$ cat src/rtl/find_sound_array.sv
// rtl/find_sound_array.sv - multi-mic direction finder: earliest mic index, gap to the runner-up, centred flag.
// Optional FIND_SOUND_AVERAGE_EN adds a 4-sample moving average of delta on delta_avg.
module find_sound_array #(
  parameter int NUM_MICS  = 4,
  parameter int CNT_W     = 16,
  parameter int WINDOW    = 8000,
  parameter int HOLDOFF   = 33333,
  parameter int MIN_DELTA = 4,
  localparam int DIR_W    = (NUM_MICS > 1) ? $clog2(NUM_MICS) : 1
) (
  input  logic                clk,
  input  logic                reset,
  input  logic                enable,
  input  logic [NUM_MICS-1:0] mic,
  output logic [DIR_W-1:0]    direction,
  output logic [CNT_W-1:0]    delta,
  output logic                centred,
  output logic                valid,
  output logic                busy,
  output logic [CNT_W-1:0]    delta_avg
);

  localparam int HOLD_W = (HOLDOFF > 1) ? $clog2(HOLDOFF) : 1;
  localparam logic [CNT_W-1:0]  WIN       = CNT_W'(WINDOW);
  localparam logic [CNT_W-1:0]  MIN_D     = CNT_W'(MIN_DELTA);
  localparam logic [HOLD_W-1:0] HOLD_LAST = HOLD_W'(HOLDOFF - 1);

  typedef enum logic [1:0] {IDLE, CAPTURE, RESOLVE, HOLD} state_t;

  state_t                state_q, state_d;
  logic [NUM_MICS-1:0]   sync1_q, sync2_q, sync3_q;
  logic [NUM_MICS-1:0]   seen_q, seen_d;
  logic [CNT_W-1:0]      arr_q [NUM_MICS];
  logic [CNT_W-1:0]      arr_d [NUM_MICS];
  logic [CNT_W-1:0]      cnt_q, cnt_d;
  logic [HOLD_W-1:0]     hold_q, hold_d;
  logic [DIR_W-1:0]      dir_q, dir_d;
  logic [CNT_W-1:0]      delta_q, delta_d;
  logic                  centred_q, centred_d;
  logic                  valid_q, valid_d;

  logic [NUM_MICS-1:0]   edge_w;
  logic [NUM_MICS-1:0]   new_seen;
  logic [CNT_W-1:0]      eff [NUM_MICS];
  logic [CNT_W-1:0]      min_arr, second_arr, res_delta;
  logic [DIR_W-1:0]      res_dir;

  assign edge_w = sync2_q & ~sync3_q;

  // Unseen channels resolve as if they arrived at the end of the window.
  always_comb begin
    min_arr    = '0;
    second_arr = WIN;
    res_dir    = '0;
    for (int i = 0; i < NUM_MICS; i++) begin
      eff[i] = seen_q[i] ? arr_q[i] : WIN;
    end
    min_arr = eff[0];
    for (int i = 1; i < NUM_MICS; i++) begin
      if (eff[i] < min_arr) begin
        min_arr = eff[i];
        res_dir = DIR_W'(i);
      end
    end
    for (int i = 0; i < NUM_MICS; i++) begin
      if ((DIR_W'(i) != res_dir) && (eff[i] < second_arr)) begin
        second_arr = eff[i];
      end
    end
    res_delta = second_arr - min_arr;
  end

  always_comb begin
    state_d   = state_q;
    cnt_d     = cnt_q;
    hold_d    = hold_q;
    seen_d    = seen_q;
    arr_d     = arr_q;
    dir_d     = dir_q;
    delta_d   = delta_q;
    centred_d = centred_q;
    valid_d   = 1'b0;
    new_seen  = seen_q | edge_w;
    if (!enable) begin
      state_d = IDLE;
      cnt_d   = '0;
      hold_d  = '0;
      seen_d  = '0;
    end else begin
      case (state_q)
        IDLE: begin
          cnt_d  = '0;
          seen_d = edge_w;
          for (int i = 0; i < NUM_MICS; i++) begin
            if (edge_w[i]) arr_d[i] = '0;
          end
          if (|edge_w) begin
            state_d = CAPTURE;
            cnt_d   = CNT_W'(1);
          end
        end
        CAPTURE: begin
          for (int i = 0; i < NUM_MICS; i++) begin
            if (edge_w[i] && !seen_q[i]) arr_d[i] = cnt_q;
          end
          seen_d = new_seen;
          if ((&new_seen) || (cnt_q == WIN)) state_d = RESOLVE;
          else                               cnt_d   = cnt_q + 1'b1;
        end
        RESOLVE: begin
          dir_d     = res_dir;
          delta_d   = res_delta;
          centred_d = (res_delta < MIN_D);
          valid_d   = 1'b1;
          hold_d    = '0;
          state_d   = HOLD;
        end
        default: begin
          if (hold_q == HOLD_LAST) begin
            state_d = IDLE;
            cnt_d   = '0;
            seen_d  = '0;
          end else begin
            hold_d = hold_q + 1'b1;
          end
        end
      endcase
    end
  end

  always_ff @(posedge clk or posedge reset) begin
    if (reset) begin
      state_q   <= IDLE;
      sync1_q   <= '0;
      sync2_q   <= '0;
      sync3_q   <= '0;
      seen_q    <= '0;
      arr_q     <= '{default: '0};
      cnt_q     <= '0;
      hold_q    <= '0;
      dir_q     <= '0;
      delta_q   <= '0;
      centred_q <= 1'b0;
      valid_q   <= 1'b0;
    end else begin
      state_q   <= state_d;
      sync1_q   <= mic;
      sync2_q   <= sync1_q;
      sync3_q   <= sync2_q;
      seen_q    <= seen_d;
      arr_q     <= arr_d;
      cnt_q     <= cnt_d;
      hold_q    <= hold_d;
      dir_q     <= dir_d;
      delta_q   <= delta_d;
      centred_q <= centred_d;
      valid_q   <= valid_d;
    end
  end

  assign direction = dir_q;
  assign delta     = delta_q;
  assign centred   = centred_q;
  assign valid     = valid_q;
  assign busy      = (state_q != IDLE);

`ifdef FIND_SOUND_AVERAGE_EN
  logic [CNT_W-1:0] hist_q [4];
  logic [CNT_W+1:0] sum_w;

  always_ff @(posedge clk or posedge reset) begin
    if (reset) begin
      hist_q <= '{default: '0};
    end else if (valid_q) begin
      hist_q[0] <= delta_q;
      hist_q[1] <= hist_q[0];
      hist_q[2] <= hist_q[1];
      hist_q[3] <= hist_q[2];
    end
  end

  assign sum_w     = (CNT_W+2)'(hist_q[0]) + (CNT_W+2)'(hist_q[1])
                   + (CNT_W+2)'(hist_q[2]) + (CNT_W+2)'(hist_q[3]);
  assign delta_avg = CNT_W'(sum_w >> 2);
`else
  assign delta_avg = delta_q;
`endif

endmodule

$ cat config.mk
export PLATFORM = sky130hd
export DESIGN_NAME = find_sound_array
export DESIGN_NICKNAME = d
export VERILOG_FILES = /design/src/rtl/find_sound_array.sv
export SDC_FILE = /design/constraint.sdc
export NUM_CORES = 1
export LEC_CHECK = 0
export CORE_UTILIZATION = 44
export CTS_BUF_LIST = sky130_fd_sc_hd__clkbuf_4 sky130_fd_sc_hd__clkbuf_8 sky130_fd_sc_hd__clkbuf_16
export DETAILED_ROUTE_END_ITERATION = 12
export PLACE_DENSITY = 0.66
export RECOVER_POWER = 50
export SYNTH_ARGS = -nofsm -noshare
export SYNTH_HDL_FRONTEND = slang
export SYNTH_SLANG_ARGS = --single-unit
$ cat constraint.sdc
create_clock -name clk -period 26.2 [get_ports clk]
set_clock_uncertainty 0.2 [all_clocks]
set_input_delay 5.24 -clock clk [delete_from_list [all_inputs] [get_ports clk]]
set_output_delay 5.24 -clock clk [all_outputs]
set_load 0.05 [all_outputs]
==> flow_summary.json, run 1 <==
{
  "outcome": "finished, violations left",
  "violations": "capacitance limit, slew limit",
  "cp.buffers_inverters": 3,
  "ys_async_sr_fraction_pct": 100,
  "io_pins": 44,
  "grt_max_degree": 82,
  "htree_num_levels": 4,
  "ys_ff_latch": 134,
  "path_delay_family": "compound AO/OA/AOI/OAI gates",
  "gr-total-overflow": 0,
  "routed_wl_microns": 28500,
  "io_buffers": 43,
  "tightest_slew_ps": 2320,
  "fp.dieH_microns": 153,
  "design.die.area_sq_um": 23500,
  "cts_tree": "yes",
  "grt_pass1_wl_microns": 46400,
  "fin_tns_setup_ps": 0,
  "synth_top_area_cell": "dfrtp_1",
  "start_util_pct": 45.4,
  "setup_viol": 0,
  "wl_per_cell_microns": 19.0,
  "yosys.cell_types.count": 78,
  "cts_resized": 0,
  "cts_sinks": 134,
  "multi_input_area_sq_um": 6230,
  "syn_area_sq_um": 10100,
  "dp_hpwl_microns": 22100,
  "synth-edff-count": 0,
  "seqCellArea_sq_um": 3350,
  "fmaxAchievable_mhz": 50.1,
  "end_kind": "register",
  "slew_headroom_pct": -55.8,
  "utilization_pct": 50.4,
  "path_max_fanout": 25,
  "maxCapViolCount": 1,
  "ys_warn_count": 0,
  "synth_cells": 1200,
  "numCtsBuffers": 17,
  "final_hold_viol_count": 0,
  "yosys-top-cells-area": "dfrtp_1 (33%), ha_1 (13%), nand2_1 (7.4%)",
  "coreArea_sq_um": 22200,
  "cts_setup_buffers": 0,
  "grt_pass1_vias": 8513,
  "rr_worst_depth": 77,
  "n_antenna_cell": 0,
  "post-route-drc-count": 0,
  "path_clk_slew_ps": 70,
  "clockBufferDepth": 2,
  "worstHoldPathType": "reg -> reg",
  "area_growth_pct": 11.0,
  "antenna_found_initial": 0,
  "ys.flop_type": "dfrtp_1",
  "via_per_inst": 5.85,
  "start_kind": "register",
  "final_nets": 1321,
  "rsz0062_at_grt": "no",
  "gp_congestion": 0.984,
  "worst_skew_pair.late_latency_ps": 440,
  "maxSlewViolCount": 55,
  "first_iter_violations": 585,
  "num_vias": 8776,
  "path_depth": 77,
  "avgSynthCellArea_sq_um": 8.39,
  "yosysTopAreaCellShare_pct": 33.3,
  "die_w_microns": 153,
  "num_rows": 54,
  "crit_top_cell": "o21ai_0",
  "grtUsageTotal_pct": 25.3,
  "worstSetupPathType": "reg -> reg",
  "period_minus_slack_ps": 19970,
  "ant_nets": 0,
  "whs_path_depth": 0,
  "slowest_delay_ps": 830,
  "worstPathArrival_ps": 20090,
  "dr.pass1.iters": 5,
  "period_share_pct": 76.2,
  "fillCellCount": 2151,
  "cts-root-buf": "clkbuf_16",
  "ctsHoldBuffers": 0,
  "ys_seq_area_share_pct": 33.3,
  "critPathSlowestCell": "dfrtp_1",
  "crit_required_ps": 26320,
  "drive_gt1_share_pct": 7.54
}
[synth_stat cells (3+ instances only)]
cell / n
nand2_1: 199
dfrtp_1: 134
o21ai_0: 134
ha_1: 106
nor2_1: 96
a21oi_1: 70
inv_1: 44
clkbuf_1: 31
a21o_1: 29
nand2b_1: 25
and2_1: 23
nand3_1: 23
mux2_2: 22
nand4_1: 22
nor2b_1: 18
nor3_1: 17
xor2_1: 17
buf_4: 16
xnor2_1: 16
mux2i_1: 15
o211ai_1: 9
buf_1: 8
buf_2: 8
a22o_1: 6
nor4_1: 6
o21a_1: 6
a211oi_1: 5
a31oi_1: 5
and3_1: 5
and4_1: 5
nand4b_1: 4
o21ai_1: 4
o21bai_1: 4
or4_1: 4
a221oi_2: 3
or2_2: 3
or3_1: 3
[final cells by class]
type	instances	share of cell area, %
Multi-Input combinational cell	958	55.7
Sequential cell	134	30.0
Timing Repair Buffer	51	4.29
Clock buffer	18	3.87
Tap cell	280	3.14
Inverter	45	1.52
Clock inverter	14	1.44
[metrics by stage]
| step | hold slack [ps] | setup slack (ps) | cells | area (sq um) |
|---|---|---|---|---|
| after floorplan | 131 | 9390 | 1202 | 10100 |
| after global placement | 133 | 7080 | 1468 | 10600 |
| after detailed placement | 137 | 6610 | 1468 | 10600 |
| after CTS | 151 | 6540 | 1500 | 11200 |
| after global routing | 162 | 4780 | 1500 | 11200 |
| final | 149 | 6230 | 1500 | 11200 |
[metal layers]
metal	wire [microns]	up-vias	global-route usage (%)
met5	0	-	0
met4	571	0	7.84
met3	1710	44	3.37
met2	12800	303	40.3
met1	13400	4194	35.5
li1	-	4235	-
[cell usage in the layout, fill, tap and decap left out, drive strengths merged, types with 23 or more instances in the layout]
cell type / synthesis / layout
a21o: 29 / 29
a21oi: 72 / 72
and2: 23 / 23
dfrtp: 134 / 134
dlygate4sd3: 0 / 29
ha: 106 / 106
inv: 45 / 52
nand2: 199 / 199
nand2b: 25 / 25
nand3: 25 / 25
nor2: 98 / 98
o21ai: 142 / 142
[flip-flops by register name (all words and copies together), names as in the netlist]
| signal | flops |
|---|---|
| direction | 2 |
| sync1_q | 4 |
| cnt_q | 16 |
| centred | 1 |
| sync2_q | 4 |
| arr_q | 64 |
| hold_q | 16 |
| delta | 16 |
| state_q | 2 |
| valid | 1 |
| sync3_q | 4 |
| seen_q | 4 |
[kinds of logic after synthesis]
family          synth area share [%]
buf+inv                         4.95
mux                             3.95
compound gates                  19.8
fa+ha+maj                       13.4
other cells                   0.0372
xor+xnor                        2.87
flops                           33.3
simple gates                    21.7
[final timing paths]
path / from / to / slack (ps)
worst max-delay path: seen_q[0] / centred / 6230
worst min-delay path: sync1_q[0] / sync2_q[0] / 150
worst max register to register: seen_q[0] / centred / 6230
worst min register to register: sync1_q[0] / sync2_q[0] / 150
max in group asynchronous: reset / arr_q[49] / 18250
min in group asynchronous: reset / cnt_q[13] / 5690
Power of run 1 is left out: the tool's default activity adds up to more than one toggle a clock period on the data nets, which glitch-free logic cannot reach.
==> inputs of run 2 (changes only) <==
--- a/config.mk
+++ b/config.mk
@@ -8,7 +8,7 @@
 export CORE_UTILIZATION = 44
 export CTS_BUF_LIST = sky130_fd_sc_hd__clkbuf_4 sky130_fd_sc_hd__clkbuf_8 sky130_fd_sc_hd__clkbuf_16
 export DETAILED_ROUTE_END_ITERATION = 12
-export PLACE_DENSITY = 0.66
+export PLACE_DENSITY = 0.68
 export RECOVER_POWER = 50
 export SYNTH_ARGS = -nofsm -noshare
 export SYNTH_HDL_FRONTEND = slang
==> constraint.sdc (replaced) <==
create_clock -name clk -period 17.6 [get_ports clk]
set_clock_uncertainty 0.2 [all_clocks]
set_input_delay 3.52 -clock clk [delete_from_list [all_inputs] [get_ports clk]]
set_output_delay 3.52 -clock clk [all_outputs]
set_load 0.05 [all_outputs]
==> flow_summary.json, run 2 (synthesized netlist as in run 1, its figures left out) <==
{
  "cts-root-buf": "clkbuf_16",
  "rr_worst_depth": 81,
  "tightest_slew_ps": 3590,
  "grt_max_degree": 81,
  "stdcell_area_sq_um": 11500,
  "period_share_pct": 94.5,
  "n_antenna_cell": 0,
  "clockBufferDepth": 2,
  "dr.pass1.iters": 8,
  "fmaxAchievable_mhz": 60.1,
  "cp-startpoint": "seen_q[0]",
  "final_hold_viol_count": 0,
  "crit_required_ps": 17720,
  "path_max_fanout": 14,
  "gr-total-overflow": 0,
  "coreArea_sq_um": 22200,
  "rrSetupSlack_ps": 960,
  "io_pins": 44,
  "fillCellCount": 2064,
  "wl_per_cell_microns": 18.5,
  "final_common_cell": "nand2_1",
  "die_w_microns": 153,
  "num_rows": 54,
  "slew_headroom_pct": -141,
  "design.die.area_sq_um": 23500,
  "cts_tree": "yes",
  "gp_congestion": 0.961,
  "worstPathArrival_ps": 16760,
  "placed_area_sq_um": 10700,
  "maxCapViolCount": 1,
  "area_growth_pct": 13.9,
  "maxSlewViolCount": 81,
  "slowest_delay_ps": 600,
  "final_cell_mix": "nand2_1 (198), dfrtp_1 (132), o21ai_0 (131)",
  "io_buffers": 43,
  "antenna_found_initial": 0,
  "htree_num_levels": 4,
  "grt_pass1_wl_microns": 45900,
  "via_per_inst": 5.76,
  "setup_viol": 0,
  "top_register": "arr_q",
  "start_util_pct": 45.4,
  "worstSetupPathType": "reg -> reg",
  "first_iter_violations": 797,
  "end_kind": "register",
  "path_clk_slew_ps": 60,
  "critPathSlowestCell": "or4_1",
  "start_kind": "register",
  "violations": "capacitance limit, slew limit",
  "final_nets": 1348,
  "crit_end": "centred",
  "cts_sinks": 134,
  "r2r-start": "seen_q[0]",
  "drive_gt1_share_pct": 10.8,
  "grt_pass1_vias": 8570,
  "dp_hpwl_microns": 21700,
  "period_minus_slack_ps": 16640,
  "outcome": "finished, violations left",
  "grtUsageTotal_pct": 24.9,
  "numCtsBuffers": 17,
  "fp.dieH_microns": 153,
  "largest_reg_flops": 64,
  "worst_skew_pair.late_latency_ps": 430,
  "r2r_end": "centred",
  "routed_wl_microns": 28200,
  "ant_nets": 0,
  "post-route-drc-count": 0,
  "crit_top_cell": "a21oi_1",
  "worstHoldPathType": "reg -> reg",
  "num_vias": 8802
}
==> run 2: cell count changes in the layout (fill, tap and decap cells not counted), sizes merged <==
cell	delta
clkinvlp	+4
bufinv	-1
buf	+26
clkbuf	+3
clkdlybuf4s50	+23
dlygate4sd3	-23
inv	-5
==> run 2: metrics by stage <==
stage / utilization (%) / hold WS, ps / TNS (ps) / worst slack, ps / instances
2_1_floorplan: - / 131 / 0 / 794 / 1202
3_3_place_gp: 48.2 / 132 / 0 / 275 / 1481
3_5_place_dp: 48.2 / 135 / -195 / -112 / 1481
4_1_cts: 50.9 / 149 / 0 / 136 / 1513
5_1_grt: 51.7 / 156 / -74.0 / -39.7 / 1527
6_report: 51.7 / 146 / 0 / 959 / 1527
==> run 2: final cells by class <==
class	count	area (sq um)	share of cell area, %
Clock buffer	20	460	4.02
Clock inverter	12	119	1.04
Inverter	45	174	1.52
Multi-Input combinational cell	958	6310	55.1
Sequential cell	134	3360	29.3
Tap cell	280	350	3.06
Timing Repair Buffer	78	691	6.02
==> run 2: how the worst min path moves through the flow <==
| stage | from | endpoint | slack [ps] | cells past startpoint |
|---|---|---|---|---|
| after detailed placement | sync1_q[1] | sync2_q[1] | 130 | 0 |
| final | sync1_q[2] | sync2_q[2] | 150 | 0 |
| after global routing | sync1_q[2] | sync2_q[2] | 160 | 0 |
| after global placement | sync1_q[1] | sync2_q[1] | 130 | 0 |
| after CTS | sync1_q[1] | sync2_q[1] | 150 | 0 |
| after floorplan | sync1_q[0] | sync2_q[0] | 130 | 0 |
==> run 2: what timing repair did <==
| action | in CTS | in global routing |
|---|---|---|
| pin swaps | 0 | 7 |
| gates cloned | 0 | 0 |
| resized for setup | 2 | 28 |
| buffers inserted | 0 | 14 |
| hold buffers | 0 | 0 |
| hold endpoints to repair | 0 | 0 |
| setup endpoints to repair | 4 | 11 |
==> run 2: critical path, delay by kind of cell, from the launching register on <==
family	cells	cell delay, ps
AND/OR/NAND/NOR	24	4050
buffers and inverters	6	900
XOR/XNOR	1	180
adder cells (fa/ha/maj)	8	2110
multiplexers	2	700
flip-flops	1	470
AO/OA/AOI/OAI	40	7880
==> run 2: routing by layer <==
metal  track usage, %  vias up  routed length, microns
li1                 -     4282                       -
met1             33.2     4196                   12600
met2             40.1      270                   13100
met3             4.99       54                    1830
met4             8.56        0                     718
met5                0        -                       0
Power of run 2 is left out for the same reason.
